<file path="src/rtl/axi_uart_buffer.sv">
// axi_uart_buffer: AXI4-Lite register front end with RX/TX byte FIFOs for a UART.
// Register map (addr[3:2]): 0 RX pop, 1 TX push, 2 STAT, 3 CTRL.
// Optional feature: define UART_BUF_LOOPBACK_EN to route the TX FIFO into the RX FIFO
// while CTRL bit2 is set.
module axi_uart_buffer #(
    parameter int FIFO_DEPTH_LOG2 = 4
) (
    input  logic        clk,
    input  logic        rst,
    input  logic [31:0] s_axi_araddr,
    input  logic        s_axi_arvalid,
    output logic        s_axi_arready,
    input  logic [2:0]  s_axi_arprot,
    output logic [31:0] s_axi_rdata,
    output logic [1:0]  s_axi_rresp,
    output logic        s_axi_rvalid,
    input  logic        s_axi_rready,
    input  logic [31:0] s_axi_awaddr,
    input  logic        s_axi_awvalid,
    output logic        s_axi_awready,
    input  logic [2:0]  s_axi_awprot,
    input  logic [31:0] s_axi_wdata,
    input  logic [3:0]  s_axi_wstrb,
    input  logic        s_axi_wvalid,
    output logic        s_axi_wready,
    output logic [1:0]  s_axi_bresp,
    output logic        s_axi_bvalid,
    input  logic        s_axi_bready,
    input  logic [7:0]  rx_data,
    input  logic        rx_valid,
    output logic [7:0]  tx_data,
    output logic        tx_valid,
    input  logic        tx_ready
);
    localparam int AW = FIFO_DEPTH_LOG2;
    localparam int CW = FIFO_DEPTH_LOG2 + 1;
    localparam logic [CW-1:0] FULL_CNT = CW'(1 << AW);

    typedef enum logic {W_IDLE, W_RESP} w_state_t;
    typedef enum logic {R_IDLE, R_DATA} r_state_t;

    w_state_t w_state, w_state_nxt;
    r_state_t r_state, r_state_nxt;
    logic aw_ready_q, aw_ready_nxt, ar_ready_q, ar_ready_nxt;
    logic aw_hs, ar_hs;
    logic [31:0] rdata_q, rd_mux, stat_word;
    logic overrun_q;

    logic [7:0] rx_mem [0:(1<<AW)-1];
    logic [7:0] tx_mem [0:(1<<AW)-1];
    logic [AW-1:0] rx_wp, rx_rp, tx_wp, tx_rp;
    logic [CW-1:0] rx_cnt, tx_cnt;
    logic rx_empty, rx_full, tx_empty, tx_full;
    logic rx_push, rx_pop, tx_push, tx_pop, rx_flush, tx_flush;
    logic rx_in, overrun_set, stat_rd, ctrl_wr, lb_active, lb_push;
    logic [7:0] rx_in_data, tx_head;

    logic unused_inputs;
    assign unused_inputs = ^{s_axi_araddr[31:4], s_axi_araddr[1:0], s_axi_arprot,
                             s_axi_awaddr[31:4], s_axi_awaddr[1:0], s_axi_awprot,
                             s_axi_wdata[31:8], s_axi_wstrb[3:1]};

    assign aw_hs = aw_ready_q & s_axi_awvalid & s_axi_wvalid;
    assign ar_hs = ar_ready_q & s_axi_arvalid;

    // Write FSM next state: accept AW and W together, then hold the response until taken.
    // NOTE: every variable gets a default before the case so no path leaves it unassigned (no latch).
    always_comb begin
        w_state_nxt  = w_state;
        aw_ready_nxt = 1'b0;
        case (w_state)
            W_IDLE: if (aw_hs) w_state_nxt = W_RESP;
                    else       aw_ready_nxt = s_axi_awvalid & s_axi_wvalid;
            W_RESP: if (s_axi_bready) w_state_nxt = W_IDLE;
            default: w_state_nxt = W_IDLE;
        endcase
    end

    // Read FSM next state: arready is registered so no AXI input reaches an AXI output combinationally.
    always_comb begin
        r_state_nxt  = r_state;
        ar_ready_nxt = 1'b0;
        case (r_state)
            R_IDLE: if (ar_hs) r_state_nxt = R_DATA;
                    else       ar_ready_nxt = 1'b1;
            R_DATA: if (s_axi_rready) begin
                        r_state_nxt  = R_IDLE;
                        ar_ready_nxt = 1'b1;
                    end
            default: r_state_nxt = R_IDLE;
        endcase
    end

    // FSM state and handshake-ready registers.
    // NOTE: sequential state uses non-blocking assignments so every flop samples pre-edge values.
    always_ff @(posedge clk) begin
        if (rst) begin
            w_state    <= W_IDLE;
            r_state    <= R_IDLE;
            aw_ready_q <= 1'b0;
            ar_ready_q <= 1'b0;
        end else begin
            w_state    <= w_state_nxt;
            r_state    <= r_state_nxt;
            aw_ready_q <= aw_ready_nxt;
            ar_ready_q <= ar_ready_nxt;
        end
    end

    // Register decode and FIFO control strobes.
    assign ctrl_wr  = aw_hs & (s_axi_awaddr[3:2] == 2'd3) & s_axi_wstrb[0];
    assign tx_flush = ctrl_wr & s_axi_wdata[0];
    assign rx_flush = ctrl_wr & s_axi_wdata[1];
    assign tx_push  = aw_hs & (s_axi_awaddr[3:2] == 2'd1) & s_axi_wstrb[0] & ~tx_full;
    assign stat_rd  = ar_hs & (s_axi_araddr[3:2] == 2'd2);
    assign rx_pop   = ar_hs & (s_axi_araddr[3:2] == 2'd0) & ~rx_empty;

`ifdef UART_BUF_LOOPBACK_EN
    logic lb_q;
    // Loopback enable, written through CTRL bit2.
    always_ff @(posedge clk) begin
        if (rst)          lb_q <= 1'b0;
        else if (ctrl_wr) lb_q <= s_axi_wdata[2];
    end
    assign lb_active = lb_q;
`else
    assign lb_active = 1'b0;
`endif

    assign rx_empty = (rx_cnt == '0);
    assign rx_full  = (rx_cnt == FULL_CNT);
    assign tx_empty = (tx_cnt == '0);
    assign tx_full  = (tx_cnt == FULL_CNT);
    assign tx_head  = tx_mem[tx_rp];

    // In loopback the TX head replaces the UART receiver as the RX source.
    assign lb_push     = lb_active & ~tx_empty & ~rx_full;
    assign rx_in       = lb_active ? lb_push : rx_valid;
    assign rx_in_data  = lb_active ? tx_head : rx_data;
    assign rx_push     = rx_in & (~rx_full | rx_pop) & ~rx_flush;
    assign overrun_set = rx_in & rx_full & ~rx_pop & ~rx_flush;
    assign tx_pop      = lb_active ? lb_push : (tx_valid & tx_ready);

    assign tx_valid = ~tx_empty & ~lb_active;
    assign tx_data  = tx_head;

    // FIFO storage writes.
    // NOTE: the byte arrays are not reset; the counts alone define what is valid.
    always_ff @(posedge clk) begin
        if (rx_push) rx_mem[rx_wp] <= rx_in_data;
        if (tx_push) tx_mem[tx_wp] <= s_axi_wdata[7:0];
    end

    // RX FIFO pointers and count; flush wins over push/pop.
    always_ff @(posedge clk) begin
        if (rst || rx_flush) begin
            rx_wp  <= '0;
            rx_rp  <= '0;
            rx_cnt <= '0;
        end else begin
            if (rx_push) rx_wp <= rx_wp + AW'(1);
            if (rx_pop)  rx_rp <= rx_rp + AW'(1);
            case ({rx_push, rx_pop})
                2'b10:   rx_cnt <= rx_cnt + CW'(1);
                2'b01:   rx_cnt <= rx_cnt - CW'(1);
                default: rx_cnt <= rx_cnt;
            endcase
        end
    end

    // TX FIFO pointers and count; flush wins over push/pop.
    always_ff @(posedge clk) begin
        if (rst || tx_flush) begin
            tx_wp  <= '0;
            tx_rp  <= '0;
            tx_cnt <= '0;
        end else begin
            if (tx_push) tx_wp <= tx_wp + AW'(1);
            if (tx_pop)  tx_rp <= tx_rp + AW'(1);
            case ({tx_push, tx_pop})
                2'b10:   tx_cnt <= tx_cnt + CW'(1);
                2'b01:   tx_cnt <= tx_cnt - CW'(1);
                default: tx_cnt <= tx_cnt;
            endcase
        end
    end

    // Sticky RX overrun: flush clears, a new overrun beats a STAT-read clear.
    always_ff @(posedge clk) begin
        if (rst || rx_flush) overrun_q <= 1'b0;
        else if (overrun_set) overrun_q <= 1'b1;
        else if (stat_rd)     overrun_q <= 1'b0;
    end

    assign stat_word = {25'b0, lb_active, overrun_q, 1'b0, tx_full, tx_empty, rx_full, ~rx_empty};

    // Read data selection at the AR handshake.
    always_comb begin
        rd_mux = 32'b0;
        case (s_axi_araddr[3:2])
            2'd0:    if (!rx_empty) rd_mux = {24'b0, rx_mem[rx_rp]};
            2'd2:    rd_mux = stat_word;
            default: rd_mux = 32'b0;
        endcase
    end

    // Read data register, held stable through R_DATA.
    always_ff @(posedge clk) begin
        if (rst)        rdata_q <= 32'b0;
        else if (ar_hs) rdata_q <= rd_mux;
    end

    assign s_axi_arready = ar_ready_q;
    assign s_axi_awready = aw_ready_q;
    assign s_axi_wready  = aw_ready_q;
    assign s_axi_rvalid  = (r_state == R_DATA);
    assign s_axi_bvalid  = (w_state == W_RESP);
    assign s_axi_rdata   = rdata_q;
    assign s_axi_rresp   = 2'b00;
    assign s_axi_bresp   = 2'b00;
endmodule

</file>
<file path="config.mk">
export PLATFORM = sky130hd
export DESIGN_NAME = axi_uart_buffer
export DESIGN_NICKNAME = d
export VERILOG_FILES = /design/src/rtl/axi_uart_buffer.sv
export SDC_FILE = /design/constraint.sdc
export NUM_CORES = 1
export LEC_CHECK = 0
export CORE_UTILIZATION = 40
export CTS_BUF_LIST = sky130_fd_sc_hd__clkbuf_8 sky130_fd_sc_hd__clkbuf_16
export DETAILED_ROUTE_END_ITERATION = 12
export GPL_ROUTABILITY_DRIVEN = 0
export PLACE_DENSITY_LB_ADDON = 0.2
export SLEW_MARGIN = 20
export SYNTH_ARGS = -nofsm -noshare
export SYNTH_HDL_FRONTEND = slang
export SYNTH_SLANG_ARGS = --single-unit
</file>
<file path="constraint.sdc">
create_clock -name clk -period 4.75 [get_ports clk]
set_clock_uncertainty 0.1 [all_clocks]
set_input_delay 0.95 -clock clk [delete_from_list [all_inputs] [get_ports clk]]
set_output_delay 0.95 -clock clk [all_outputs]
set_load 0.005 [all_outputs]
</file>
## Word level (Yosys, flattened, before mapping)

Memories as Yosys holds them, arrays and structs flattened. A register that Yosys moved wholly into a read port is not among the register bits.
Cells that the tools add are included.

- Add/subtract/negate cells: 8
- Multipliers: 0
- Div/mod/pow operators: 0
- $lt $le $gt $ge: 0
- Equality and inequality tests: 9
- Shifts and indexed selects: 0
- Muxes and demuxes: 23
- Bitwise operators: 29
- Reduce and logical (&&, ||, !) cells: 9

Operators with widths:

| kind | count |
|---|---|
| $pmux W32 S2 | 1 |
| $and A1 B1 Y1 | 20 |
| $pmux W5 S2 | 2 |
| $add A4 B1 Y4 const B | 4 |
| $mux W4 | 4 |
| $mux W1 | 12 |
| $add A5 B1 Y5 const B | 2 |
| $eq A5 B5 Y1 const B | 2 |
| $logic_not A5 Y1 | 2 |
| $sub A5 B1 Y5 const B | 2 |
| $eq A2 B2 Y1 const B | 4 |
| $mux W8 | 1 |
| $not A1 Y1 | 8 |
| $eq A2 B1 Y1 const B | 3 |
| $pmux W1 S2 | 3 |
| $reduce_bool A2 Y1 | 3 |
| $reduce_or A3 Y1 | 1 |
| $logic_not A2 Y1 | 1 |
| $logic_or A1 B1 Y1 | 2 |
| $or A1 B1 Y1 | 1 |

- Flip-flop bits (word level): 63
- Latch bits: 0
- Memory bits (writable): 256
- Bits in read-only memories: 0
- Input port bits: 123
- Output and inout port bits: 50
- Logic and storage cells: 92
- Memories kept: 2

Memory list:

| name | depth | bits a word | rd ports | clocked after Yosys merged registers in | write ports | line | text |
|---|---|---|---|---|---|---|---|
| rx_mem | 16 | 8 | 1 | 1 | 1 | 49 | `logic [7:0] rx_mem [0:(1<<AW)-1];` |
| tx_mem | 16 | 8 | 1 | 1 | 1 | 50 | `logic [7:0] tx_mem [0:(1<<AW)-1];` |

## Logic depth before layout (Yosys ltp)

Gate-level depths: netlist (run 1).

- Depth in word-level cells: 9
- Depth in mapped cells: 13
- Mapped depth without buffers: 12

## Worst setup path after synthesis (run 1)

No wires, ideal clock.

- Path type: input to register
- Start: input port s_axi_araddr[2]
- End: register rx_cnt[4]
- Setup time: 0.070 ns
- Data arrival time: 3.282 ns
- Required time: 4.580 ns
- Setup slack: 1.298 ns
- Stages: 12
- Path buffers: 0
- Cell sequence: nand4bb_1 a31oi_1 and2_1 inv_1 ha_1 xor2_1 ha_1 a211o_1 a21oi_1 a221oi_1 or3_1 a21oi_1

- Word-level cells in the longest chain between the ends: 8
- Elaborated cells on any way between the ends: 10
- Those cells by class: eq/ne: 2; mux: 1; bitwise: 5; reduce/logical: 2

Ends and longest elaborated chain:

| element | line | text |
|---|---|---|
| start, declared | 10 | `input logic [31:0] s_axi_araddr,` |
| $logic_not A2 Y1 (*) | 116 | `assign rx_pop = ar_hs & (s_axi_araddr[3:2] == 2'd0) & ~rx_empty;` |
| $and A1 B1 Y1 (*) (2 in series) | 116 |  |
| $or A1 B1 Y1 | 140 | `assign rx_push = rx_in & (~rx_full \| rx_pop) & ~rx_flush;` |
| $and A1 B1 Y1 (2 in series) | 140 |  |
| $eq A2 B1 Y1 or $eq A2 B2 Y1 (tied branches) | 163 | `case ({rx_push, rx_pop})` |
| $pmux W5 S2 or $reduce_bool A2 Y1 (tied branches) | -- |  |
| end signal, assigned | 164 | `2'b10: rx_cnt <= rx_cnt + CW'(1);` |
| end signal, assigned | 165 | `2'b01: rx_cnt <= rx_cnt - CW'(1);` |
| end signal, assigned | 166 | `default: rx_cnt <= rx_cnt;` |
| end, declared | 52 | `logic [CW-1:0] rx_cnt, tx_cnt;` |

Every way passes the cells marked *; elsewhere a longest branch is shown, timed or not.
A chain may end at the register's enable or synchronous reset.

==> results of run 1 <==
[metal layers]
metal / GRT usage / vias to the layer above / wire [um]
met5: 0 / - / 0
met4: 0.04239 / 0 / 484
met3: 0.02277 / 33 / 902
met2: 0.2835 / 124 / 12520
met1: 0.1987 / 3116 / 9791
li1: - / 2752 / -
[where the power goes]
part | switching [uW] | internal, uW
Sequential | 17.3 | 2900
Clock | 956 | 1370
Combinational | 95.0 | 70.0
Total | 1070 | 4340
[worst paths after layout]
kind | startpoint | end | slack, ns
max | flop | tx_data[1] | 0.49
min | s_axi_bvalid$_SDFF_PP0_ | s_axi_awready$_SDFF_PP0_ | 0.38
max reg2reg | rx_cnt[1]$_SDFFE_PP0P_ | rx_cnt[4]$_SDFFE_PP0P_ | 1.37
min reg2reg | s_axi_bvalid$_SDFF_PP0_ | s_axi_awready$_SDFF_PP0_ | 0.38
[cell usage in the layout (no fill, tap or decap), drive strengths merged, types with 4 or more instances in the layout]
| cell type | synthesis | final |
|---|---|---|
| edfxtp | 256 | 256 |
| mux4 | 72 | 72 |
| nor2 | 62 | 62 |
| clkdlybuf4s50 | 0 | 51 |
| dfxtp | 47 | 47 |
| clkbuf | 17 | 36 |
| conb | 1 | 28 |
| nand2 | 26 | 26 |
| inv | 12 | 21 |
| buf | 45 | 19 |
| ha | 18 | 18 |
| a21oi | 13 | 13 |
| xor2 | 12 | 12 |
| a22oi | 12 | 12 |
| clkinv | 0 | 11 |
| nor3 | 8 | 8 |
| xnor2 | 8 | 8 |
| nand2b | 7 | 7 |
| a22o | 6 | 6 |
| o21ai | 6 | 6 |
| nand4 | 5 | 5 |
| mux2i | 5 | 5 |
| nor2b | 4 | 4 |
[layout make-up]
| class | instances | share of cell area |
|---|---|---|
| Clock inverter | 22 | 0.01093 |
| Timing Repair Buffer | 70 | 0.04637 |
| Inverter | 12 | 0.003198 |
| Multi-Input combinational cell | 332 | 0.2321 |
| Sequential cell | 303 | 0.6128 |
| Tap cell | 390 | 0.03465 |
| Clock buffer | 36 | 0.05996 |
[state kept, by name, summed over array words and instances (netlist names), 4 cells and up, named ones only]
register and flops:
tx_mem 128, tx_rp 4, tx_wp 4, rx_cnt 5
rx_wp 4, rx_rp 4, s_axi_rdata 8, tx_cnt 5
rx_mem 128
[metrics by stage]
stage / std cells / area [um^2] / worst slack, ns / power [uW]
floorplan: 709 / 12320 / 1.298 / 3068
global placement: 1107 / 13090 / 0.5247 / 3134
detailed placement: 1107 / 13090 / 0.4540 / 3143
CTS: 1165 / 14080 / 0.3744 / 5469
global route: 1165 / 14080 / 0.2925 / 5593
finish: 1165 / 14080 / 0.4931 / 5410
[kinds of logic after synthesis]
group	count (synthesis)	share of synthesized area
AOI/OAI and AO/OA	58	0.03686
xor gates and xnor gates	20	0.01433
adders and majority gates	19	0.02007
buffers and inverters	74	0.03471
DFF	303	0.7061
muxes	79	0.1386
other	1	0.0003069
and+or+nand+nor	128	0.04904
==> results.toml, run 1 <==
[run]
maxCapViolCount = 0

[finish]
syn_to_final_growth_pct = 15.26
multi_input_area_um2 = 3269
utilization = 0.4715
fillers = 2521
antenna_cells = 0
drive_above_1_share = 0.1858
nNetsFinal = 892
regArea_um2 = 8631

[worst_setup_path]
start_kind = "flop"
cp_common_cell = "mux4_2"
worstPathMaxFanout = 19
crit_path_end_kind = "output port"
arrival_ns = 3.21
cp_top_family = "multiplexers"
crit_path_cell_trace = "buf_4, mux4_2, mux4_2, clkdlybuf4s50_1"
reg2reg_depth = 13
worst_path_max_delay_cell = "dfxtp_2"
cp.required_ns = 3.70
cp.depth = 4
critPathKind = "reg2out"
slowest_delay_ns = 0.78
crit_buf_inv = 2

[synth]
synth-edff-count = 256
yosysSeqAreaShare = 0.7061
synth.most_common_cell = "edfxtp_1"
synth_top_area_frac = 0.6291
yosys.area.top_type = "edfxtp_1"
yosys_warnings = 0
synthArstFlopShare = 0
synthDistinctLibCells = 54
syn_area_per_cell_um2 = 17.92
yosys-top-cells-count = "edfxtp_1, mux4_2, nor2_1"
syn-instance-count = 682
synth_flop_cell = "edfxtp_1"
syn_area_um2 = 12220
ys_top_cells_by_area = "edfxtp_1, mux4_2, dfxtp_1, nor2_1, buf_4"
ys_ff_latch = 303

[clocking]
max-clock-path-buffers = 3
root_buffer = "clkbuf_16"
clock_latency_ns = 0.54
numCtsBuffers = 31
clk_pin_slew_ns = 0.06
cts_setup_buffers = 0
cts_resized = 0
htreeDepth = 1
cts_sinks = 303
cts_hold_buffers = 0
cts_tree = "built"

[grt]
grt_usage = 0.1579
grt_pass1_wl_um = 37160
grt-ovfl-total = 0
grt_pass1_vias = 6472
grt_max_degree = 33
antenna_found_initial = 0

[floorplanning]
dieArea_um2 = 31250
start_util = 0.4091
chipHeight_um = 176.8
coreArea_um2 = 29870
rows = 63
die_w_um = 176.8
io_pins = 173

[power]
peakVddDrop_mv = 0.2819
p_per_area_nw_per_um2 = 384.1
leakagePower_uw = 0.004580

[timing]
finalSetupViolations = 0
fin_crit_sh = 0.8962
max_freq_ghz = 0.2349
rsz0062_at_grt = "false"
report.final.slew_viol_count = 0
worst_slew_pin_slew_ns = 0.9566
hold_viol = 0
layout_min_cycle_time_ns = 4.257
slew_headroom = 0.3599
setup_tns_ns = 0
whs_ns = 0.3770

[min_path]
hold_path.class = "reg2reg"
min_path_cells = 1

[detailed_routing]
drtIter0Drc = 534
wl_per_cell_um = 20.34
final_antenna_net_count = 0
vias = 6025
drt_wl_total_um = 23690
drt-pass1-iter-count = 4
via_per_inst = 5.172
drc = 0

[placement]
post-dp-hpwl_um = 15870
port_buffers = 51

[status]
run_status = "finished clean"
Power figures use the tool's default switching activity.
==> run 2: changes to the inputs <==
CORE_UTILIZATION = 59   (was 40)
CTS_CLUSTER_SIZE = 8   (was default)
==> run 2 against run 1 <==
Net effect:
- sequential share of layout area fell by 0.12 points
- cell area rose by 0.20%
- fmax rose by 4.4%
- largest cell class unchanged
- global-route usage rose by 8.1 points
- die area fell by 32%
- critical path depth did not move
==> results.toml, run 2 (synthesized netlist as in run 1, its figures left out) <==
[detailed_routing]
wl_per_cell_um = 22.98
drtIter0Drc = 532
drt-pass1-iter-count = 5
drt_wl_total_um = 24020
vias = 6249
via_per_inst = 5.980
final_antenna_net_count = 0
drc = 0

[clocking]
max-clock-path-buffers = 3
cts_setup_buffers = 0
cts_sinks = 303
root_buffer = "clkbuf_16"
htreeDepth = 2
numCtsBuffers = 43
cts_resized = 0
clk_pin_slew_ns = 0.05
cts_hold_buffers = 0
cts_tree = "built"
clock_latency_ns = 0.51

[power]
switching_share = 0.1923
p_per_area_nw_per_um2 = 407.0
comb_power_share = 0.029
peakVddDrop_mv = 0.3476
leakagePower_uw = 0.004684
intPower_uw = 4640
p_total_uw = 5744
p_seq_frac = 0.510
clkPwrFrac = 0.462
netSwitchingPower_uw = 1104

[placement]
port_buffers = 51
place_inst = 984
post-dp-hpwl_um = 15270

[floorplanning]
start_util = 0.6020
coreArea_um2 = 20300
io_pins = 173
die_w_um = 145.9
chipHeight_um = 145.9
dieArea_um2 = 21290
rows = 52

[finish]
syn_to_final_growth_pct = 15.48
utilization = 0.6952
final_common_cell = "edfxtp_1"
mostFrequentLayoutCells = "edfxtp_1, mux4_2, nor2_1"
drive_above_1_share = 0.1819
nNetsFinal = 901
fin_cells = 1045
antenna_cells = 0

[status]
run_status = "finished clean"

[timing]
worst_slew_pin_slew_ns = 1.031
rsz0062_at_grt = "false"
finalSetupViolations = 0
layout_min_cycle_time_ns = 4.077
slew_headroom = 0.3104
setup_tns_ns = 0
fin_crit_sh = 0.8583
hold_viol = 0
report.final.slew_viol_count = 0
max_freq_ghz = 0.2453

[grt]
grt_pass1_vias = 6581
grt_max_degree = 33
antenna_found_initial = 0
grt_pass1_wl_um = 37780
grt_usage = 0.2391
grt-ovfl-total = 0

[min_path]
min-delay-start = "s_axi_bvalid$_SDFF_PP0_"
hold_path.class = "reg2reg"

[worst_setup_path]
worstPathMaxFanout = 18
r2r_start = "rx_cnt[1]$_SDFFE_PP0P_"
cp.required_ns = 3.70
arrival_ns = 3.03
start_kind = "flop"
crit_path_end_kind = "output port"
critPathKind = "reg2out"

[run]
maxCapViolCount = 0
-- run 2: final timing paths --
check	end	slack (ns)	cells after the start
max	tx_data[0]	0.67	4
min	s_axi_awready$_SDFF_PP0_	0.36	1
max reg2reg	rx_cnt[4]$_SDFFE_PP0P_	1.39	12
min reg2reg	s_axi_awready$_SDFF_PP0_	0.36	1
-- run 2: power groups by stage --
| stage | Sequential, uW | Combinational [uW] | Clock, uW |
|---|---|---|---|
| 5_1_grt | 2930 | 181 | 2810 |
| 6_report | 2930 | 166 | 2650 |
| 3_3_place_gp | 2970 | 157 | 0 |
| 3_5_place_dp | 2980 | 165 | 0 |
| 2_1_floorplan | 2970 | 100 | 0 |
| 4_1_cts | 2930 | 167 | 2690 |
-- run 2: worst max-delay path, cell delays in order, from the launching register on --
cell and delay (ns):
dfxtp_2 0.77, buf_12 0.26, mux4_2 0.50, mux4_2 0.51, clkdlybuf4s50_1 0.47
-- run 2: routing by layer --
layer	global-route usage	routed length, um
met1	0.2987	9316
met2	0.4160	12840
met3	0.04420	1212
met4	0.09316	651
met5	0	0
-- run 2: area by class of cell --
class                      instances  area [um^2]
clock inverter                    16        60.06
tap                              270        337.8
multi-input combinational        332         3269
fill                            1304         6187
inverter                          12        45.04
timing repair buffer              67        643.1
clock buffer                      45         1126
sequential                       303         8631
-- run 2: through the flow --
| step | instance area (um^2) | hold slack [ns] | setup slack, ns |
|---|---|---|---|
| floorplan | 12320 | 0.3482 | 1.298 |
| global route | 14110 | 0.3927 | 0.5002 |
| CTS | 14110 | 0.3605 | 0.5857 |
| finish | 14110 | 0.3583 | 0.6731 |
| global placement | 12930 | 0.3404 | 0.3940 |
| detailed placement | 12930 | 0.3574 | 0.3332 |
==> run 3: changes to the inputs <==
HOLD_SLACK_MARGIN = 0.05   (was default)
==> results of run 3 <==
The final DEF is identical to that of run 2; final timing and power are the same.
